--- config.mk ---
export PLATFORM = sky130hd
export DESIGN_NAME = pattern_gen_param
export DESIGN_NICKNAME = d
export VERILOG_FILES = /design/src/rtl/pattern_pkg.sv /design/src/rtl/pattern_timing.sv /design/src/rtl/pattern_gen_param.sv
export SDC_FILE = /design/constraint.sdc
export NUM_CORES = 1
export LEC_CHECK = 0
export ABC_AREA = 0
export BUFFER_PORTS_ARGS = -buffer_cell sky130_fd_sc_hd__buf_2
export CAP_MARGIN = 20
export CORE_UTILIZATION = 55
export DETAILED_ROUTE_END_ITERATION = 8
export PLACE_DENSITY = 0.79
export SLEW_MARGIN = 5
export SYNTH_ARGS = -nofsm -noshare
export SYNTH_HDL_FRONTEND = slang
export SYNTH_SLANG_ARGS = --single-unit
--- constraint.sdc ---
create_clock -name CLK -period 3.85 [get_ports CLK]
set_input_delay 0.5775 -clock CLK [delete_from_list [all_inputs] [get_ports CLK]]
set_output_delay 0.5775 -clock CLK [all_outputs]
set_load 0.02 [all_outputs]
--- src/rtl/pattern_pkg.sv ---
// Shared encodings for the parametrised video pattern generator: mode select,
// colour-bar table and the timing status bundle passed from counters to the mux.
package pattern_pkg;

  typedef enum logic [1:0] {
    MODE_BAR   = 2'd0,
    MODE_GRID  = 2'd1,
    MODE_GRAD  = 2'd2,
    MODE_SOLID = 2'd3
  } mode_e;

  // {R,G,B} full-scale flags per bar, index 0 on the left:
  // white, yellow, cyan, green, magenta, red, blue, black.
  localparam logic [7:0][2:0] BAR_TAB = {
    3'b000, 3'b001, 3'b100, 3'b101, 3'b010, 3'b011, 3'b110, 3'b111
  };

  typedef struct packed {
    logic active;
    logic hs_n;
    logic vs_n;
    logic fstart;
    logic fend;
  } tim_t;

  function automatic logic [2:0] bar_rgb(input logic [2:0] idx);
    return BAR_TAB[idx];
  endfunction

endpackage

--- src/rtl/pattern_timing.sv ---
// Raster counters plus the combinational active/sync/frame strobes derived from
// them; everything here describes the pixel the counters currently point at.
module pattern_timing
  import pattern_pkg::*;
#(
  parameter int HPERIOD = 800,
  parameter int HFRONT  = 16,
  parameter int HWIDTH  = 96,
  parameter int HBACK   = 48,
  parameter int VPERIOD = 525,
  parameter int VFRONT  = 10,
  parameter int VWIDTH  = 2,
  parameter int VBACK   = 33,
  parameter int HW      = $clog2(HPERIOD + 1),
  parameter int VW      = $clog2(VPERIOD + 1)
) (
  input  logic          clk,
  input  logic          rst_n,
  output logic [HW-1:0] hcnt,
  output logic [VW-1:0] vcnt,
  output tim_t          tim
);

  localparam int HACT = HPERIOD - HFRONT - HWIDTH - HBACK;
  localparam int VACT = VPERIOD - VFRONT - VWIDTH - VBACK;

  localparam logic [HW-1:0] H_LAST = HW'(HPERIOD - 1);
  localparam logic [HW-1:0] H_ACT  = HW'(HACT);
  localparam logic [HW-1:0] H_SS   = HW'(HACT + HFRONT);
  localparam logic [HW-1:0] H_SE   = HW'(HACT + HFRONT + HWIDTH);
  localparam logic [VW-1:0] V_LAST = VW'(VPERIOD - 1);
  localparam logic [VW-1:0] V_ACT  = VW'(VACT);
  localparam logic [VW-1:0] V_SS   = VW'(VACT + VFRONT);
  localparam logic [VW-1:0] V_SE   = VW'(VACT + VFRONT + VWIDTH);

  always_ff @(posedge clk or negedge rst_n) begin
    if (!rst_n) begin
      hcnt <= '0;
      vcnt <= '0;
    end else if (hcnt == H_LAST) begin
      hcnt <= '0;
      vcnt <= (vcnt == V_LAST) ? '0 : vcnt + 1'b1;
    end else begin
      hcnt <= hcnt + 1'b1;
    end
  end

  always_comb begin
    tim        = '0;
    tim.active = (hcnt < H_ACT) && (vcnt < V_ACT);
    tim.hs_n   = !((hcnt >= H_SS) && (hcnt < H_SE));
    tim.vs_n   = !((vcnt >= V_SS) && (vcnt < V_SE));
    tim.fstart = (hcnt == '0) && (vcnt == '0);
    tim.fend   = (hcnt == H_LAST) && (vcnt == V_LAST);
  end

endmodule

--- src/rtl/pattern_gen_param.sv ---
// Video timing and test-pattern generator: mode/frame bookkeeping, pattern mux
// and a single output register stage feeding the TMDS encoder.
module pattern_gen_param
  import pattern_pkg::*;
#(
  parameter int HPERIOD = 800,
  parameter int HFRONT  = 16,
  parameter int HWIDTH  = 96,
  parameter int HBACK   = 48,
  parameter int VPERIOD = 525,
  parameter int VFRONT  = 10,
  parameter int VWIDTH  = 2,
  parameter int VBACK   = 33,
  parameter int CW      = 8,
  parameter int GRIDLOG = 5
) (
  input  logic          CLK,
  input  logic          RST,
  input  logic [1:0]    MODE,
  output logic [CW-1:0] VGA_R,
  output logic [CW-1:0] VGA_G,
  output logic [CW-1:0] VGA_B,
  output logic          VGA_HS,
  output logic          VGA_VS,
  output logic          VGA_DE,
  output logic          FRAME_END
);

  localparam int HW   = $clog2(HPERIOD + 1);
  localparam int VW   = $clog2(VPERIOD + 1);
  localparam int HACT = HPERIOD - HFRONT - HWIDTH - HBACK;
  localparam int VACT = VPERIOD - VFRONT - VWIDTH - VBACK;

  localparam logic [HW-1:0] BAR_W  = HW'(HACT / 8);
  localparam logic [HW-1:0] H_EDGE = HW'(HACT - 1);
  localparam logic [VW-1:0] V_EDGE = VW'(VACT - 1);

  logic [HW-1:0] hcnt;
  logic [VW-1:0] vcnt;
  tim_t          tim;

  pattern_timing #(
    .HPERIOD(HPERIOD), .HFRONT(HFRONT), .HWIDTH(HWIDTH), .HBACK(HBACK),
    .VPERIOD(VPERIOD), .VFRONT(VFRONT), .VWIDTH(VWIDTH), .VBACK(VBACK),
    .HW(HW), .VW(VW)
  ) u_timing (
    .clk  (CLK),
    .rst_n(RST),
    .hcnt (hcnt),
    .vcnt (vcnt),
    .tim  (tim)
  );

  mode_e         mreg;
  mode_e         mode_cur;
  logic [CW-1:0] fcnt;

  // The frame's first pixel already uses the freshly sampled MODE so that a
  // whole frame is rendered in one mode.
  assign mode_cur = tim.fstart ? mode_e'(MODE) : mreg;

  always_ff @(posedge CLK or negedge RST) begin
    if (!RST) begin
      mreg <= MODE_BAR;
      fcnt <= '0;
    end else begin
      if (tim.fstart) mreg <= mode_cur;
      if (tim.fend)   fcnt <= fcnt + 1'b1;
    end
  end

  logic [2:0]    bar_idx;
  logic [2:0]    bar_c;
  logic          grid_on;
  logic [CW-1:0] grad;
  logic [CW-1:0] pix_r, pix_g, pix_b;

  assign bar_idx = 3'(hcnt / BAR_W);
  assign bar_c   = bar_rgb(bar_idx);
  assign grid_on = (hcnt[GRIDLOG-1:0] == '0) || (vcnt[GRIDLOG-1:0] == '0) ||
                   (hcnt == H_EDGE) || (vcnt == V_EDGE);
  assign grad    = CW'(hcnt) + fcnt;

  always_comb begin
    pix_r = '0;
    pix_g = '0;
    pix_b = '0;
    if (tim.active) begin
      unique case (mode_cur)
        MODE_BAR: begin
          pix_r = {CW{bar_c[2]}};
          pix_g = {CW{bar_c[1]}};
          pix_b = {CW{bar_c[0]}};
        end
        MODE_GRID: begin
          pix_r = {CW{grid_on}};
          pix_g = {CW{grid_on}};
          pix_b = {CW{grid_on}};
        end
        MODE_GRAD: begin
          pix_r = grad;
          pix_g = grad;
          pix_b = grad;
        end
        MODE_SOLID: begin
          pix_r = '1;
          pix_g = '1;
          pix_b = '1;
        end
        default: ;
      endcase
    end
  end

  always_ff @(posedge CLK or negedge RST) begin
    if (!RST) begin
      VGA_R     <= '0;
      VGA_G     <= '0;
      VGA_B     <= '0;
      VGA_HS    <= 1'b1;
      VGA_VS    <= 1'b1;
      VGA_DE    <= 1'b0;
      FRAME_END <= 1'b0;
    end else begin
      VGA_R     <= pix_r;
      VGA_G     <= pix_g;
      VGA_B     <= pix_b;
      VGA_HS    <= tim.hs_n;
      VGA_VS    <= tim.vs_n;
      VGA_DE    <= tim.active;
      FRAME_END <= tim.fend;
    end
  end

endmodule

==> flow_summary.yaml <==
run_status:
  status: "finished clean"
logic_synthesis:
  ys_seq_elements: 58
  synth_cells: 291
  synth_most_common_cell: "dfrtp_1"
  avgSynthCellArea_um2: 10.13
  yosys_warnings: 0
  synth_fa_ha_area_frac: 0.06115
  syn_nets: 308
  yosysSeqAreaShare: 0.4934
  async_flop_share: 1.000
  synth_xor_area_frac: 0.07728
  synth.area.mux_share: 0.01401
  syn_area_um2: 2947
  ys_types: 48
  synth_compound_area_frac: 0.1325
  synth_area_leaders: "dfrtp_1 (48%), a21oi_1 (5.4%), ha_1 (5.1%), xnor2_1 (4.8%), xor2_1 (3.0%)"
  synth_top_family_by_area: "simple AND/OR/NAND/NOR gates"
  synth_area_leader_cell: "dfrtp_1"
  synth_flop_cell: "dfrtp_1"
  synth_top_area_share: 0.4756
  synth-simple-area-share: 0.1915
  synth_edf_count: 0
  synth_common_cells: "dfrtp_1 (56), a21oi_1 (32), nand2_1 (17), nor2_1 (17), xnor2_1 (16)"
floorplan:
  core_area_um2: 5140
  initial_utilization: 0.5733
  io_pins: 32
  die_w_um: 75.20
  die_area_um2: 5654
  die_height_um: 75.20
  num_rows: 26
clock_network:
  cts_max_level: 3
  postCtsHoldBufs: 0
  cts_tree: "yes"
  cts_resized: 0
  path_clk_slew_ns: 0.07
  postCtsSetupBuffers: 0
  clk_latency_ns: 0.34
  cts_buffer_depth: 2
  cts.sinks: 58
  numCtsBuffers: 9
  clockRootBuffer: "clkbuf_8"
flow_run:
  maxCapViolCount: 0
grt:
  grt_remaining_overflow: 0
  grt_max_degree: 39
  grt_antenna_before_repair: 0
  grt_pass1_wl_um: 9791
  grt_pass1_vias: 2156
  grtUsageTotal: 0.2390
routing:
  vias_per_cell: 5.676
  drc: 0
  drt_iter0_markers: 124
  vias: 2276
  first_pass_iters: 4
  route.detailed.wl_per_inst_um: 14.64
  postRouteAntennaNets: 0
  routed_wl_um: 5870
finish:
  multi_input_area_um2: 1404
  n_fill_cell: 422
  antenna_cells: 0
  areaGrowthSynthToFinish_pct: 16.18
  drive_gt1_frac: 0.1873
  seqCellArea_um2: 1454
  fin_nets: 343
worst_hold_path:
  hold_path_class: "in2async"
sta:
  fmaxAchievable_mhz: 332.8
  finalHoldWorstSlack_ns: 0.3459
  finalSetupViolCount: 0
  finalCritPeriodShare: 0.7804
  slew_violations: 0
  skew_ns: 0.007971
  slew_headroom: 0.4229
  hold_viol: 0
  rsz0062_at_grt: "no"
  totalNegativeSetupSlack_ns: 0
  worstMarginPinSlew_ns: 0.8657
  min_period_ns: 3.005
placement:
  dp_hpwl_um: 4192
  io_buffer_count: 31
  place_congestion: 0.8360
critical_path:
  worstSetupStartpointType: "flop"
  cp_max_fo: 5
  path_class: "reg2reg"
  required_ns: 4.04
  cp-end-kind: "flop"
  worstPathArrival_ns: 3.19
pwr:
  p_total_mw: 1.404
  power.leakage_nw: 1.511
  p_per_area_nw_per_um2: 410.1
  ir_drop_v: 0.0001895
-- state kept, by name, indices dropped and copies added, names as in the netlist --
register / count
FRAME_END: 1
VGA_B: 8
VGA_DE: 1
VGA_G: 8
VGA_HS: 1
VGA_R: 8
VGA_VS: 1
fcnt: 8
mreg: 2
u_timing.hcnt: 10
u_timing.vcnt: 10
-- metrics by stage --
stage | std cells | util | instance area [µm²] | worst slack (ns)
floorplan | 291 | - | 2947 | 1.062
global placement | 385 | 0.6171 | 3172 | 0.9591
detailed placement | 385 | 0.6171 | 3172 | 0.8579
CTS | 401 | 0.6660 | 3423 | 0.8536
global route | 401 | 0.6660 | 3423 | 0.6809
finish | 401 | 0.6660 | 3423 | 0.8454
-- cell type report --
class                   instances  area share
repair buffers                 34     0.05190
well taps                      70     0.02558
multi-input cells             210      0.4101
flip-flops and latches         58      0.4247
clock buffers                  11     0.04423
clock inverters                 5     0.02924
inverters                      13     0.01425
-- routing by layer --
| layer | routed length [µm] | GRT usage | part of all wire |
|---|---|---|---|
| met5 | 0 | 0 | 0 |
| met4 | 105 | 0.09259 | 0.018 |
| met3 | 318 | 0.07631 | 0.054 |
| met1 | 2671 | 0.2963 | 0.46 |
| met2 | 2775 | 0.3904 | 0.47 |
-- kinds of logic (layout without fill, tap and decap cells) --
| kind of cell | Yosys count | count (layout) |
|---|---|---|
| mux | 4 | 4 |
| buf+inv | 23 | 63 |
| fa+ha+maj | 14 | 14 |
| compound gates | 63 | 63 |
| simple gates | 103 | 103 |
| flops | 58 | 58 |
| xor+xnor | 26 | 26 |
-- final timing paths --
check                           cells after the start                      endpoint  slack (ns)                          from
worst max register to register                      8            VGA_B[6]$_DFF_PN0_        0.85  u_timing.vcnt[1]$_DFFE_PN0N_
max in group asynchronous                           2              VGA_VS$_DFF_PN1_        2.68                           RST
worst min register to register                      1           fcnt[7]$_DFFE_PN0P_        0.50           fcnt[7]$_DFFE_PN0P_
min in group CLK                                    1           fcnt[7]$_DFFE_PN0P_        0.50           fcnt[7]$_DFFE_PN0P_
worst min-delay path                                1  u_timing.vcnt[3]$_DFFE_PN0N_        0.35                           RST
worst max-delay path                                8            VGA_B[6]$_DFF_PN0_        0.85  u_timing.vcnt[1]$_DFFE_PN0N_
-- report_power, final --
group	internal [mW]	switching, mW
clock	0.463	0.239
sequential	0.626	0.00431
combinational	0.0216	0.0509
-- critical path: stages (launching register included) --
cell and delay (ns):
dfrtp_1 0.43, inv_1 0.10, ha_1 0.18, or4b_1 0.44, or4_4 0.55, nor2_4 0.14
mux2i_1 0.49, a21boi_1 0.36, a21oi_1 0.14
-- cells in the final DEF, fill, tap and decap left out, drive strengths merged, types with 3 or more instances in the layout --
master | Yosys | final
dfrtp | 56 | 56
buf | 2 | 34
a21oi | 32 | 32
nor2 | 18 | 18
nand2 | 17 | 17
xnor2 | 16 | 16
nand3 | 15 | 15
o21ai | 14 | 14
inv | 13 | 13
ha | 12 | 12
clkbuf | 8 | 11
xor2 | 10 | 10
nand4 | 9 | 9
nand2b | 9 | 9
or3 | 5 | 5
nor4 | 5 | 5
and3 | 5 | 5
nor3 | 5 | 5
and2 | 4 | 4
mux2i | 3 | 3
o211ai | 3 | 3
bufinv | 0 | 3
or4 | 3 | 3
No activity file was read; power rests on OpenSTA's default activity.
